**config.mk**
```make
export PLATFORM = sky130hd
export DESIGN_NAME = core_fetch
export DESIGN_NICKNAME = d
export VERILOG_FILES = /design/src/rtl/core_fetch.sv
export SDC_FILE = /design/constraint.sdc
export NUM_CORES = 1
export LEC_CHECK = 0
export CORE_ASPECT_RATIO = 0.9
export CORE_MARGIN = 4
export CORE_UTILIZATION = 25
export CTS_CLUSTER_DIAMETER = 60
export DETAILED_ROUTE_END_ITERATION = 6
export HOLD_SLACK_MARGIN = 0.03
export PLACE_DENSITY = 0.49
export SLEW_MARGIN = 0
export SYNTH_ARGS = -nofsm -noshare
export SYNTH_HDL_FRONTEND = slang
export SYNTH_SLANG_ARGS = --single-unit
```
**constraint.sdc**
```tcl
create_clock -name clk -period 6.55 [get_ports clk]
set_clock_uncertainty 0.1 [all_clocks]
set_input_delay 1.31 -clock clk [delete_from_list [all_inputs] [get_ports clk]]
set_output_delay 1.31 -clock clk [all_outputs]
set_load 0.02 [all_outputs]
```
**src/rtl/core_fetch.sv**
```systemverilog
// core_fetch: instruction fetch stage between instruction memory and decode.
// Reads 32-bit words, splits them into 16-bit halfwords tagged with their
// halfword PC, buffers them in a small prefetch FIFO and hands them to decode
// under a ready/stall handshake. The branch unit redirects fetch through the
// registered branch/target pair.
//
// Ports:
//   clk, rst            core clock, synchronous active-high reset
//   branch, target      redirect request and halfword pointer of new PC
//   stall               decoder cannot accept the head entry this cycle
//   insn_ready          insn/insn_pc valid (FIFO non-empty, no redirect)
//   insn, insn_pc       FIFO head halfword and its halfword pointer
//   mem_addr, mem_read  word-address read request, held until accepted
//   mem_waitrequest     request not accepted this cycle
//   mem_readdata        read data, low half = lower halfword address
//   mem_readdatavalid   read data valid, at most one read outstanding
module core_fetch #(
  parameter int DEPTH = 4
) (
  input  logic        clk,
  input  logic        rst,
  input  logic        branch,
  input  logic [30:0] target,
  input  logic        stall,
  output logic        insn_ready,
  output logic [15:0] insn,
  output logic [30:0] insn_pc,
  output logic [29:0] mem_addr,
  output logic        mem_read,
  input  logic        mem_waitrequest,
  input  logic [31:0] mem_readdata,
  input  logic        mem_readdatavalid
);

  localparam int AW = $clog2(DEPTH);
  // A request is only issued while the FIFO can absorb a full word (two halfwords).
  localparam logic [AW:0] ISSUE_MAX = (AW+1)'(DEPTH - 2);

  typedef enum logic [1:0] {
    S_IDLE,
    S_REQ,
    S_WAIT,
    S_DROP
  } state_t;

  state_t      state_q, state_d;
  logic [30:0] fetch_pc_q, fetch_pc_d;
  logic [29:0] addr_q, addr_d;
  logic        stale_q, stale_d;
  logic [AW-1:0] rd_ptr_q, rd_ptr_d;
  logic [AW-1:0] wr_ptr_q, wr_ptr_d;
  logic [AW:0]   count_q, count_d;

  logic [15:0] fifo_insn [DEPTH];
  logic [30:0] fifo_pc   [DEPTH];

  logic          push;
  logic          push_two;
  logic          pop;
  logic [AW:0]   n_push;
  logic [AW-1:0] hi_idx;

  // Fetch FSM and fetch pointer.
  always_comb begin
    // NOTE: every signal gets a default first so no path leaves it unassigned
    // and no latch is inferred.
    state_d    = state_q;
    fetch_pc_d = fetch_pc_q;
    addr_d     = addr_q;
    stale_d    = stale_q;
    push       = 1'b0;

    unique case (state_q)
      S_IDLE: begin
        if (!branch && count_q <= ISSUE_MAX) begin
          state_d = S_REQ;
          addr_d  = fetch_pc_q[30:1];
          stale_d = 1'b0;
        end
      end
      S_REQ: begin
        // addr_q keeps the request stable even if fetch_pc is redirected.
        if (branch) stale_d = 1'b1;
        if (!mem_waitrequest) begin
          state_d = (stale_q || branch) ? S_DROP : S_WAIT;
          stale_d = 1'b0;
        end
      end
      S_WAIT: begin
        if (branch) begin
          // A response arriving with the branch is the outstanding one: consume it.
          state_d = mem_readdatavalid ? S_IDLE : S_DROP;
        end else if (mem_readdatavalid) begin
          push       = 1'b1;
          state_d    = S_IDLE;
          fetch_pc_d = {fetch_pc_q[30:1] + 30'd1, 1'b0};
        end
      end
      S_DROP: begin
        if (mem_readdatavalid) state_d = S_IDLE;
      end
      default: state_d = S_IDLE;
    endcase

    if (branch) fetch_pc_d = target;
  end

  // An odd fetch_pc means the lower halfword was skipped by a redirect.
  assign push_two = push && !fetch_pc_q[0];
  assign n_push   = !push ? '0 : (push_two ? (AW+1)'(2) : (AW+1)'(1));
  assign hi_idx   = wr_ptr_q + AW'(push_two);

  assign insn_ready = (count_q != '0) && !branch;
  assign pop        = insn_ready && !stall;
  assign insn       = fifo_insn[rd_ptr_q];
  assign insn_pc    = fifo_pc[rd_ptr_q];
  assign mem_read   = (state_q == S_REQ);
  assign mem_addr   = addr_q;

  // FIFO pointers; a redirect flushes everything.
  always_comb begin
    rd_ptr_d = rd_ptr_q + AW'(pop);
    wr_ptr_d = wr_ptr_q + n_push[AW-1:0];
    count_d  = count_q + n_push - (AW+1)'(pop);
    if (branch) begin
      rd_ptr_d = '0;
      wr_ptr_d = '0;
      count_d  = '0;
    end
  end

  always_ff @(posedge clk) begin
    // NOTE: sequential state uses non-blocking assignments so every flop
    // samples the pre-edge values regardless of statement order.
    if (rst) begin
      state_q    <= S_IDLE;
      fetch_pc_q <= '0;
      addr_q     <= '0;
      stale_q    <= 1'b0;
      rd_ptr_q   <= '0;
      wr_ptr_q   <= '0;
      count_q    <= '0;
    end else begin
      state_q    <= state_d;
      fetch_pc_q <= fetch_pc_d;
      addr_q     <= addr_d;
      stale_q    <= stale_d;
      rd_ptr_q   <= rd_ptr_d;
      wr_ptr_q   <= wr_ptr_d;
      count_q    <= count_d;
    end
  end

  // NOTE: FIFO storage is not reset; count_q gates validity, so stale contents
  // are never observed and the array maps onto plain registers or RAM.
  always_ff @(posedge clk) begin
    if (push) begin
      if (push_two) begin
        fifo_insn[wr_ptr_q] <= mem_readdata[15:0];
        fifo_pc[wr_ptr_q]   <= fetch_pc_q;
      end
      fifo_insn[hi_idx] <= mem_readdata[31:16];
      fifo_pc[hi_idx]   <= push_two ? fetch_pc_q + 31'd1 : fetch_pc_q;
    end
  end

endmodule
```
==> impl_metrics.tcl <==
set metrics [dict create \
    status "finished, final reports clean" \
    max_slew_margin 0.246 \
    rsz0062_at_grt "false" \
    fin_crit_ps 4750 \
    yosysTopAreaCellShare 0.448 \
    synthesis.area_um2 12600 \
    arrival_ps 4830 \
    dpl_cell_area_um2 14500 \
    cpMostUsedCell "buf_4" \
    grt_pass1_wl_mm 56.9 \
    clk_path_buf_depth 3 \
    synth_ff_type "edfxtp_1" \
    boundaryPins 148 \
    cts_root_buffer "clkbuf_16" \
    drc 0 \
    syn_to_final_growth_pct 23.7 \
    hold_buffers 0 \
    final_util 0.315 \
    place_hpwl_mm 26.1 \
    num_antenna_cells 0 \
    slew_viol_final 0 \
    crit_start "mem_readdatavalid" \
    cts.sinks 259 \
    synth-seq-cells 259 \
    firstDrtPassIters 7 \
    p_sw_mw 0.938 \
    cp_cell_sequence "clkdlybuf4s50_1 -> nand4bb_1 -> nor2_1 -> ha_1 -> nor3_4 -> buf_4 -> o21bai_4 -> buf_4" \
    synth-edff-count 188 \
    cts.clk_slew.worst_paths_ps 60 \
    cts_inserted_buffers 34 \
    required_ps 6630 \
    htreeDepth 2 \
    synth.avg_cell_area_um2 11.6 \
    synth_warnings 0 \
    switching_share 0.243 \
    wl_mm 37.6 \
    synth_nets 1159 \
    first_iter_violations 625 \
    clock_latency_ps 520 \
    power_frac_clock 0.454 \
    fmax_mhz 210 \
    worst-path-max-fanout 30 \
    drive_gt1_frac 0.153 \
    post-cts-setup-buffers 0 \
    synthTopCellsByArea "edfxtp_1 45%, dfxtp_1 11%, mux4_2 8.4%" \
    fp.dieH_um 221 \
    wl_per_cell_um 20.4 \
    postRouteAntennaNets 0 \
    drv_cap 0 \
    ir_drop_uv 154 \
    avgViaCountPerCell 4.64 \
    reg2reg_slack_ps 2590 \
    synth_seq_area_share 0.561 \
    critPathCapture "fifo_pc[2][11]$_DFFE_PP_" \
    initial_core_util 0.255 \
    hp-class "flop to flop" \
    timing.rr.end "fifo_pc[2][11]$_DFFE_PP_" \
    async_flop_share 0 \
    worstMarginPinSlew_ps 1120 \
    critPathLaunchType "input port" \
    top_layer_used "met5" \
    multiInputGateArea_um2 4920 \
    die_w_um 245 \
    antenna_found_initial 1 \
    crit_type "input port to flop" \
    gp_congestion 0.793 \
    yosysMostFrequentCell "nand2_1" \
    sequentialPowerShare 0.479 \
    internal_power_mw 2.93 \
    dieArea_um2 54000 \
    power_mw 3.87 \
    cp_slowest_stage_delay_ps 610 \
    regArea_um2 7070 \
    routed-wl-met3_mm 1.85 \
    cts_tree "done" \
    yosysTopAreaCell "edfxtp_1" \
    grt_usage 0.136 \
    finalInstanceArea_um2 15600 \
    ys_types 62 \
    met1_length_mm 17.9 \
    cp-end-kind "flop" \
    grt_max_degree 53 \
    synth_cells 1083 \
    dp_cells 1779 \
    route.met2.wl_mm 16.9 \
    via_count 8529 \
    ff2ff_path_depth 7 \
    num_rows 77 \
    fillers 4975 \
    r2r-start "state_q[1]$_SDFFE_PP0P_" \
    p_per_area_nw_per_um2 248 \
    synth_common_cells "200 x nand2_1, 188 x edfxtp_1, 110 x clkbuf_1, 71 x dfxtp_1, 64 x xnor2_1" \
    setup_viol 0 \
    io_buffers 147 \
    fin_setup_tns_ps 0 \
    overflow 0 \
    slowest_stage "clkdlybuf4s50_1" \
    nets 1220 \
    final_cell_count_no_fill 1840 \
    grt_pass1_vias 8815 \
    p_comb_frac 0.067 \
    core_um2 49400 \
    cts_resized 0 \
    hold_viol 0 \
    leakagePower_nw 5.00 \
    fin_crit_sh 0.726 \
]
## power by group through the flow
| stage | Clock, mW | Sequential (mW) | Combinational, mW |
|---|---|---|---|
| floorplan | 0 | 1.85 | 0.175 |
| global placement | 0 | 1.89 | 0.262 |
| detailed placement | 0 | 1.89 | 0.263 |
| CTS | 1.81 | 1.85 | 0.265 |
| global route | 1.87 | 1.86 | 0.284 |
| finish | 1.75 | 1.85 | 0.260 |
## critical path: cells and delay by family
kind / cells / cell delay [ps]
adders and majority gates: 1 / 430
AOI/OAI and AO/OA: 1 / 500
buffers and inverters: 3 / 1450
and+or+nand+nor: 3 / 1100
## routing by layer
| metal | vias to the layer above | global-route usage |
|---|---|---|
| met2 | 246 | 0.212 |
| met3 | 56 | 0.0229 |
| met5 | - | 0 |
| met1 | 4197 | 0.196 |
| met4 | 2 | 0.0405 |
| li1 | 4028 | - |
## flip-flops by register name, summed over array words and instances (netlist names)
| signal | cells |
|---|---|
| fifo_pc | 124 |
| wr_ptr_q | 2 |
| mem_addr | 30 |
| fetch_pc_q | 31 |
| stale_q | 1 |
| rd_ptr_q | 2 |
| fifo_insn | 64 |
| count_q | 3 |
| state_q | 2 |
## per-stage QoR
step	hold slack [ps]	setup slack, ps
6_report	355	1800
5_1_grt	375	1590
4_1_cts	359	1840
3_5_place_dp	350	1290
3_3_place_gp	346	1450
2_1_floorplan	395	336
## area by class of cell
cell class	count	area share
sequential	259	0.454
multi-input combinational	662	0.316
timing repair buffer	169	0.104
clock buffer	40	0.0561
tap	671	0.0539
clock inverter	21	0.0112
inverter	18	0.00434
## cells in the final DEF, fill, tap and decap left out, types with 5 or more instances in the layout
| cell type | n |
|---|---|
| and2_1 | 6 |
| inv_1 | 18 |
| a21oi_1 | 40 |
| nand3_1 | 33 |
| clkinv_1 | 6 |
| ha_1 | 6 |
| dfxtp_1 | 69 |
| xnor2_1 | 64 |
| nand2_1 | 200 |
| o21ai_0 | 6 |
| and3_1 | 6 |
| nor3_1 | 24 |
| nor2_1 | 38 |
| mux2_2 | 37 |
| and4_1 | 14 |
| clkbuf_16 | 34 |
| mux4_2 | 47 |
| a221oi_1 | 5 |
| a211oi_1 | 14 |
| xor2_1 | 16 |
| edfxtp_1 | 188 |
| inv_6 | 5 |
| nand4_1 | 24 |
| clkbuf_1 | 6 |
| buf_4 | 22 |
| nor4_1 | 8 |
| clkdlybuf4s50_1 | 145 |
## cells by family (layout without fill, tap and decap cells)
logic type	Yosys count	after routing	share of synthesized area
simple gates	391	391	0.153
flops	259	259	0.561
mux	84	84	0.117
compound gates	100	100	0.0533
buf+inv	162	248	0.0522
fa+ha+maj	7	7	0.00755
xor+xnor	80	80	0.0557
## worst min-delay path by stage
stage | end | depth (start not counted) | from
2_1_floorplan | stale_q$_SDFFE_PP0P_ | 2 | stale_q$_SDFFE_PP0P_
3_3_place_gp | mem_addr[27]$_SDFFE_PP0P_ | 2 | mem_addr[27]$_SDFFE_PP0P_
3_5_place_dp | mem_addr[10]$_SDFFE_PP0P_ | 2 | mem_addr[10]$_SDFFE_PP0P_
4_1_cts | mem_addr[10]$_SDFFE_PP0P_ | 2 | mem_addr[10]$_SDFFE_PP0P_
5_1_grt | mem_addr[16]$_SDFFE_PP0P_ | 2 | mem_addr[16]$_SDFFE_PP0P_
6_report | mem_addr[10]$_SDFFE_PP0P_ | 2 | mem_addr[10]$_SDFFE_PP0P_
Power figures use the tool's default switching activity.
